`src/rtl/snitch_amo_pkg.sv`:
```
// rtl/snitch_amo_pkg.sv - AMO operation encoding shared by the bank arbiter, its shim and requesters
package snitch_amo_pkg;

  typedef enum logic [3:0] {
    AMONone = 4'h0,
    AMOSwap = 4'h1,
    AMOAdd  = 4'h2,
    AMOAnd  = 4'h3,
    AMOOr   = 4'h4,
    AMOXor  = 4'h5,
    AMOMax  = 4'h6,
    AMOMaxu = 4'h7,
    AMOMin  = 4'h8,
    AMOMinu = 4'h9,
    AMOLR   = 4'hA,
    AMOSC   = 4'hB
  } amo_op_e;

endpackage

```
`src/rtl/snitch_amo_bank_arbiter.sv`:
```
// rtl/snitch_amo_bank_arbiter.sv - DMA-priority / core round-robin arbiter in front of one AMO bank shim
module snitch_amo_bank_arbiter
  import snitch_amo_pkg::*;
#(
  parameter int unsigned AddrMemWidth = 32,
  parameter int unsigned DataWidth    = 64,
  parameter int unsigned NumCores     = 4,
  parameter int unsigned DmaMaxBurst  = 8,
  parameter int unsigned CoreIDWidth  = $clog2(NumCores),
  parameter int unsigned StrbWidth    = DataWidth / 8
) (
  input  logic                              clk_i,
  input  logic                              rst_ni,
  input  logic [NumCores-1:0]               core_valid_i,
  output logic [NumCores-1:0]               core_ready_o,
  input  logic [NumCores*AddrMemWidth-1:0]  core_addr_i,
  input  amo_op_e [NumCores-1:0]            core_amo_i,
  input  logic [NumCores-1:0]               core_write_i,
  input  logic [NumCores*DataWidth-1:0]     core_wdata_i,
  input  logic [NumCores*StrbWidth-1:0]     core_wstrb_i,
  output logic [NumCores-1:0]               core_rvalid_o,
  input  logic                              dma_valid_i,
  output logic                              dma_ready_o,
  input  logic [AddrMemWidth-1:0]           dma_addr_i,
  input  logic                              dma_write_i,
  input  logic [DataWidth-1:0]              dma_wdata_i,
  input  logic [StrbWidth-1:0]              dma_wstrb_i,
  output logic                              dma_rvalid_o,
  output logic [DataWidth-1:0]              rdata_o,
  output logic                              shim_valid_o,
  input  logic                              shim_ready_i,
  output logic                              shim_dma_access_o,
  output logic [AddrMemWidth-1:0]           shim_addr_o,
  output amo_op_e                           shim_amo_o,
  output logic                              shim_write_o,
  output logic [DataWidth-1:0]              shim_wdata_o,
  output logic [StrbWidth-1:0]              shim_wstrb_o,
  output logic [CoreIDWidth-1:0]            shim_core_id_o,
  output logic                              shim_is_core_o,
  input  logic [DataWidth-1:0]              shim_rdata_i
);

  localparam int unsigned CntWidth = $clog2(DmaMaxBurst + 1);

  logic                   lock_q, lock_d;
  logic [CoreIDWidth-1:0] lock_id_q, lock_id_d;
  logic [CoreIDWidth-1:0] rr_ptr_q, rr_ptr_d;
  logic [CntWidth-1:0]    dma_cnt_q, dma_cnt_d;
  logic                   resp_valid_q, resp_valid_d;
  logic                   resp_dma_q, resp_dma_d;
  logic [CoreIDWidth-1:0] resp_id_q, resp_id_d;

  logic                   rr_found;
  logic [CoreIDWidth-1:0] rr_idx;
  logic [CoreIDWidth:0]   cand;
  logic [CoreIDWidth-1:0] win_id;
  logic                   any_core_valid, dma_sel, core_sel, dma_hs, core_hs;

  // Round-robin search: first valid core at or after rr_ptr, wrapping at NumCores-1.
  always_comb begin
    rr_found = 1'b0;
    rr_idx   = rr_ptr_q;
    cand     = '0;
    for (int unsigned i = 0; i < NumCores; i++) begin
      cand = {1'b0, rr_ptr_q} + (CoreIDWidth + 1)'(i);
      if (cand >= (CoreIDWidth + 1)'(NumCores)) begin
        cand = cand - (CoreIDWidth + 1)'(NumCores);
      end
      if (!rr_found && core_valid_i[cand[CoreIDWidth-1:0]]) begin
        rr_found = 1'b1;
        rr_idx   = cand[CoreIDWidth-1:0];
      end
    end
  end

  always_comb begin
    any_core_valid    = |core_valid_i;
    dma_sel           = dma_valid_i && !(any_core_valid && (dma_cnt_q == CntWidth'(DmaMaxBurst)));
    win_id            = lock_q ? lock_id_q : rr_idx;
    core_sel          = !dma_sel && (lock_q || rr_found);
    shim_valid_o      = dma_valid_i || any_core_valid || lock_q;
    core_ready_o      = '0;
    dma_ready_o       = 1'b0;
    shim_dma_access_o = 1'b0;
    shim_is_core_o    = 1'b0;
    shim_core_id_o    = '0;
    shim_addr_o       = '0;
    shim_amo_o        = AMONone;
    shim_write_o      = 1'b0;
    shim_wdata_o      = '0;
    shim_wstrb_o      = '0;
    if (dma_sel) begin
      dma_ready_o       = shim_ready_i;
      shim_dma_access_o = 1'b1;
      shim_addr_o       = dma_addr_i;
      shim_write_o      = dma_write_i;
      shim_wdata_o      = dma_wdata_i;
      shim_wstrb_o      = dma_wstrb_i;
    end else if (core_sel) begin
      core_ready_o[win_id] = shim_ready_i;
      shim_is_core_o       = 1'b1;
      shim_core_id_o       = win_id;
      shim_addr_o          = core_addr_i[win_id*AddrMemWidth +: AddrMemWidth];
      shim_amo_o           = core_amo_i[win_id];
      shim_write_o         = core_write_i[win_id];
      shim_wdata_o         = core_wdata_i[win_id*DataWidth +: DataWidth];
      shim_wstrb_o         = core_wstrb_i[win_id*StrbWidth +: StrbWidth];
    end
    dma_hs  = dma_sel && shim_ready_i;
    core_hs = core_sel && shim_ready_i;
  end

  always_comb begin
    rr_ptr_d     = rr_ptr_q;
    lock_d       = lock_q;
    lock_id_d    = lock_id_q;
    dma_cnt_d    = dma_cnt_q;
    resp_valid_d = dma_hs || core_hs;
    resp_dma_d   = dma_hs;
    resp_id_d    = core_hs ? win_id : '0;
    if (core_hs) begin
      rr_ptr_d = (win_id == CoreIDWidth'(NumCores - 1)) ? '0 : win_id + 1'b1;
      lock_d   = 1'b0;
    end else if (core_sel) begin
      // A stalled core keeps the grant until its AMO/access is taken.
      lock_d    = 1'b1;
      lock_id_d = win_id;
    end
    if (core_hs || !any_core_valid) begin
      dma_cnt_d = '0;
    end else if (dma_hs && (dma_cnt_q != CntWidth'(DmaMaxBurst))) begin
      dma_cnt_d = dma_cnt_q + 1'b1;
    end
  end

  always_ff @(posedge clk_i or negedge rst_ni) begin
    if (!rst_ni) begin
      lock_q       <= 1'b0;
      lock_id_q    <= '0;
      rr_ptr_q     <= '0;
      dma_cnt_q    <= '0;
      resp_valid_q <= 1'b0;
      resp_dma_q   <= 1'b0;
      resp_id_q    <= '0;
    end else begin
      lock_q       <= lock_d;
      lock_id_q    <= lock_id_d;
      rr_ptr_q     <= rr_ptr_d;
      dma_cnt_q    <= dma_cnt_d;
      resp_valid_q <= resp_valid_d;
      resp_dma_q   <= resp_dma_d;
      resp_id_q    <= resp_id_d;
    end
  end

  always_comb begin
    core_rvalid_o = '0;
    if (resp_valid_q && !resp_dma_q) begin
      core_rvalid_o[resp_id_q] = 1'b1;
    end
    dma_rvalid_o = resp_valid_q && resp_dma_q;
    rdata_o      = shim_rdata_i;
  end

  locked_core_holds_request: assert property (
    @(posedge clk_i) disable iff (!rst_ni) lock_q |-> core_valid_i[lock_id_q]
  );

endmodule

```
`config.mk`:
```
export PLATFORM = sky130hd
export DESIGN_NAME = snitch_amo_bank_arbiter
export DESIGN_NICKNAME = d
export VERILOG_FILES = /design/src/rtl/snitch_amo_pkg.sv /design/src/rtl/snitch_amo_bank_arbiter.sv
export SDC_FILE = /design/constraint.sdc
export NUM_CORES = 1
export LEC_CHECK = 0
export BUFFER_PORTS_ARGS = -buffer_cell sky130_fd_sc_hd__buf_2
export CORE_AREA = 10 10 300 302
export DETAILED_ROUTE_END_ITERATION = 16
export DIE_AREA = 0 0 310 312
export PLACE_DENSITY = 0.3
export SYNTH_ARGS = -nofsm -noshare
export SYNTH_HDL_FRONTEND = slang
export SYNTH_SLANG_ARGS = --single-unit
```
`constraint.sdc`:
```
create_clock -name clk_i -period 5.2 [get_ports clk_i]
set_input_delay 0.52 -clock clk_i [delete_from_list [all_inputs] [get_ports clk_i]]
set_output_delay 0.52 -clock clk_i [all_outputs]
set_load 0.02 [all_outputs]
```
==> summary.md <==
| Metric | Value |
|---|---|
| Peak VDD IR | between 200 and 250 uV |
| Gpl congestion | 0.8165 |
| Critical path class | reg2out |
| Avg WL per Cell | 18.13 um |
| Cells after Synth | 1017 |
| Port Buffer Count | 672 |
| RR Endpoint | rr_ptr_q[1] |
| Fin Setup TNS | 0 ps |
| Commonest non-fill, non-tap cell in the layout | buf_2 |
| Pre-Repair DR Iteration Count | 5 |
| Fmax | about 270 MHz |
| Yosys top cell area share | between 20 and 30% |
| Die area | 96720 sq um |
| Crit path DAT | 3170 ps |
| Fillers | 10046 |
| Static leakage | 0.004877 uW |
| Die span in y | 312 um |
| DP Wirelength | 39080 um |
| Required @ worst endpoint | 4680 ps |
| Syn Area/Cell | around 5.6 sq um |
| Synth Area in Compound Gates | 20.94% |
| FF+latch count, synth | 13 |
| First-pass GRT wire length | 66270 um |
| H-tree levels | 1 |
| Post-CTS Hold Buffers | 0 |
| Worst slew pin tran | a little over 800 ps |
| Crit path launch type | flip-flop |
| Min-delay worst type | in2async |
| Overall routing resource usage | under 10% |
| Starting DRT DRC Count | ~670 |
| CTS buffer count | 3 |
| Ys Warns | 0 |
| DRC errors left | 0 |
| IO Count | roughly 800 |
| Placed inst area | 9605 sq um |
| Core region area | around 84000 sq um |
| Commonest non-fill, non-tap cells in the layout | buf_2, nand2_1, nand3_1, a32o_1, dfrtp_1 |
| Multi-input gate area | 4320 sq um |
| Clk slew on worst S/H paths | about 50 ps |
| Cell variety after synth | 41 |
| Skew final | 4.527 ps |
| GRT overflow | 0 |
| R2r setup slk | 2450 ps |
| Antenna violations before repair | 3 |
| Hold slack | 188.7 ps |
| Crit-path max FO | 56 |
| Starting Density | 6.802% |
| CTS tree | done |
| Clk_lat worst skew | 250 ps |
| DP Worst Slack | 1546 ps |
| Synth Net Count | roughly 1600 |
| R2r worst-path depth | 7 |
| Setup WS post-layout | 1507 ps |
| Post-Synth Adder-Cell Area | 0.6543% |
| # setup viols final | 0 |
| Layout cells sized above 1 | 45.44% |
| CP max-delay cell | buf_4 |
| Fin area | 9691 sq um |
| Postcts setup bufs | 0 |
| Site Rows | 107 |
| Worst slew margin | about 45% |
| Max stage delay on crit path | 600 ps |
| Post-route ant nets | 0 |
| Largest family of logic cells by synthesized area | simple AND/OR/NAND/NOR gates |
| Critical R2R Launch | rr_ptr_q[1] |
| Netlist Area Pre-Place | 5737 sq um |
| Main synth FF type | dfrtp_1 |
| Clk root buf | clkbuf_16 |
| Pwr/cell area | 394.1 nW/um^2 |
| Largest net degree at the start of global routing | 114 |
| RSZ-0062 raised after global routing | false |
| Asr flop ratio synth | 100.0% |
| Via density | 3.563 |
| Yosys top cell by area | nand2_1 |
| Number of synthesized flops with an enable pin | 0 |
| CP Cell Sequence | inv_1 -> a22oi_1 -> o22ai_1 -> o21a_4 -> inv_4 -> buf_4 -> nand3_1 -> a32o_1 -> buf_2 |
| Synth Area in Simple Gates | 51.28% |
| Overall Power | 3819 uW |
| Status | complete, no violations |
| DRT Wirelength | 47800 um |
| Tcrit/Tclk final | 71.02% |
| Sequential Area | between 300 and 400 sq um |
| Vias in the first global route | 10085 |
| Top post-synthesis cells by area | nand2_1, nand3_1, a32o_1 |
| Die span in x | approximately 310 um |
| Final max-slew violation count | 0 |
| Post-synthesis sequential area ratio | 5.671% |
| Vias | 9396 |
| Cts repair resizes | 0 |
| Final Hold Fails | 0 |
| CP Capture Type | primary output |
| Post-layout min period | 3693 ps |
| Max clock buf depth | 2 |
| Area Overhead vs Synth | 68.92% |
| Final net count | approximately 2200 |
| Max Cap Viol | 0 |
| Synth Area in XOR/XNOR | 0.3053% |
| Mux cell area share after synthesis | 1.527% |
| CTS sink cnt | 13 |
==> flip-flops by register name, summed over array words and instances, names as in the netlist <==
signal        count
lock_id_q         2
resp_dma_q        1
dma_cnt_q         4
resp_valid_q      1
resp_id_q         2
lock_q            1
rr_ptr_q          2
==> per-layer routing <==
metal	track usage [%]	wire length, um	vias to the layer above
met5	0	34	-
met1	10.39	18920	4259
met4	2.580	1442	4
met2	15.97	23220	501
li1	-	-	4540
met3	2.062	4185	92
==> cell type report <==
class                   instances  share of cell area (%)
clock buffers                   3                  0.7747
diodes                          2                 0.05165
clock inverters                 1                 0.05165
flip-flops and latches         13                   3.357
repair buffers                687                   36.64
well taps                    1090                   14.07
multi-input cells             831                   44.58
inverters                      10                  0.4648
==> through the flow <==
stage	cells	utilization, %
final	2637	11.49
after global routing	2636	11.49
after CTS	2635	11.48
after detailed placement	2631	11.39
after global placement	2631	11.39
after floorplan	1017	-
==> cells in the mapped netlist, types with 2 or more instances <==
master    instances
a21o_1            2
a21oi_1           3
a22oi_1           2
a311oi_1          4
a32o_1          105
and2_1            2
and3_1            6
buf_1             2
buf_2            40
buf_4            83
buf_6            15
clkbuf_1         23
dfrtp_1          13
ha_1              3
inv_1             8
mux2_2            4
mux2i_1           2
nand2_1         444
nand2b_1          2
nand3_1         212
nor2_1           11
nor2b_1           5
nor3_1            4
nor4bb_1          2
o21a_1            2
o21ai_0           2
o22ai_1           2
==> logic make-up (layout without fill, tap and decap cells) <==
group	after synthesis	in the layout
flip-flops	13	13
AND/OR/NAND/NOR	693	693
AO/OA/AOI/OAI	126	126
buffers and inverters	173	701
XOR/XNOR	2	2
other	0	2
multiplexers	7	7
adder cells (fa/ha/maj)	3	3
==> worst max-delay path, delay by kind of cell, from the launching register on <==
kind,cells,cell delay (ps)
flops,1,550
compound gates,4,880
simple gates,1,220
buf+inv,4,1140
==> worst max-delay path by stage <==
| stage | start | to | cells past startpoint |
|---|---|---|---|
| 6_report | rr_ptr_q[1] | shim_wdata_o[24] | 9 |
| 3_5_place_dp | core_valid_i[0] | shim_wdata_o[24] | 10 |
| 3_3_place_gp | core_valid_i[0] | shim_wdata_o[22] | 10 |
| 5_1_grt | rr_ptr_q[1] | shim_wdata_o[24] | 9 |
| 4_1_cts | rr_ptr_q[1] | shim_wdata_o[24] | 9 |
| 2_1_floorplan | core_valid_i[0] | shim_amo_o[0] | 9 |
==> report_power, final <==
part / leakage, uW / internal (uW) / switching, uW
combinational: 0.00467 / 1180 / 2330
sequential: 0.000166 / 126 / 36.5
clock: 0.0000409 / 103 / 48.0
total: 0.00488 / 1410 / 2410
No activity file was read; power rests on OpenSTA's default activity.
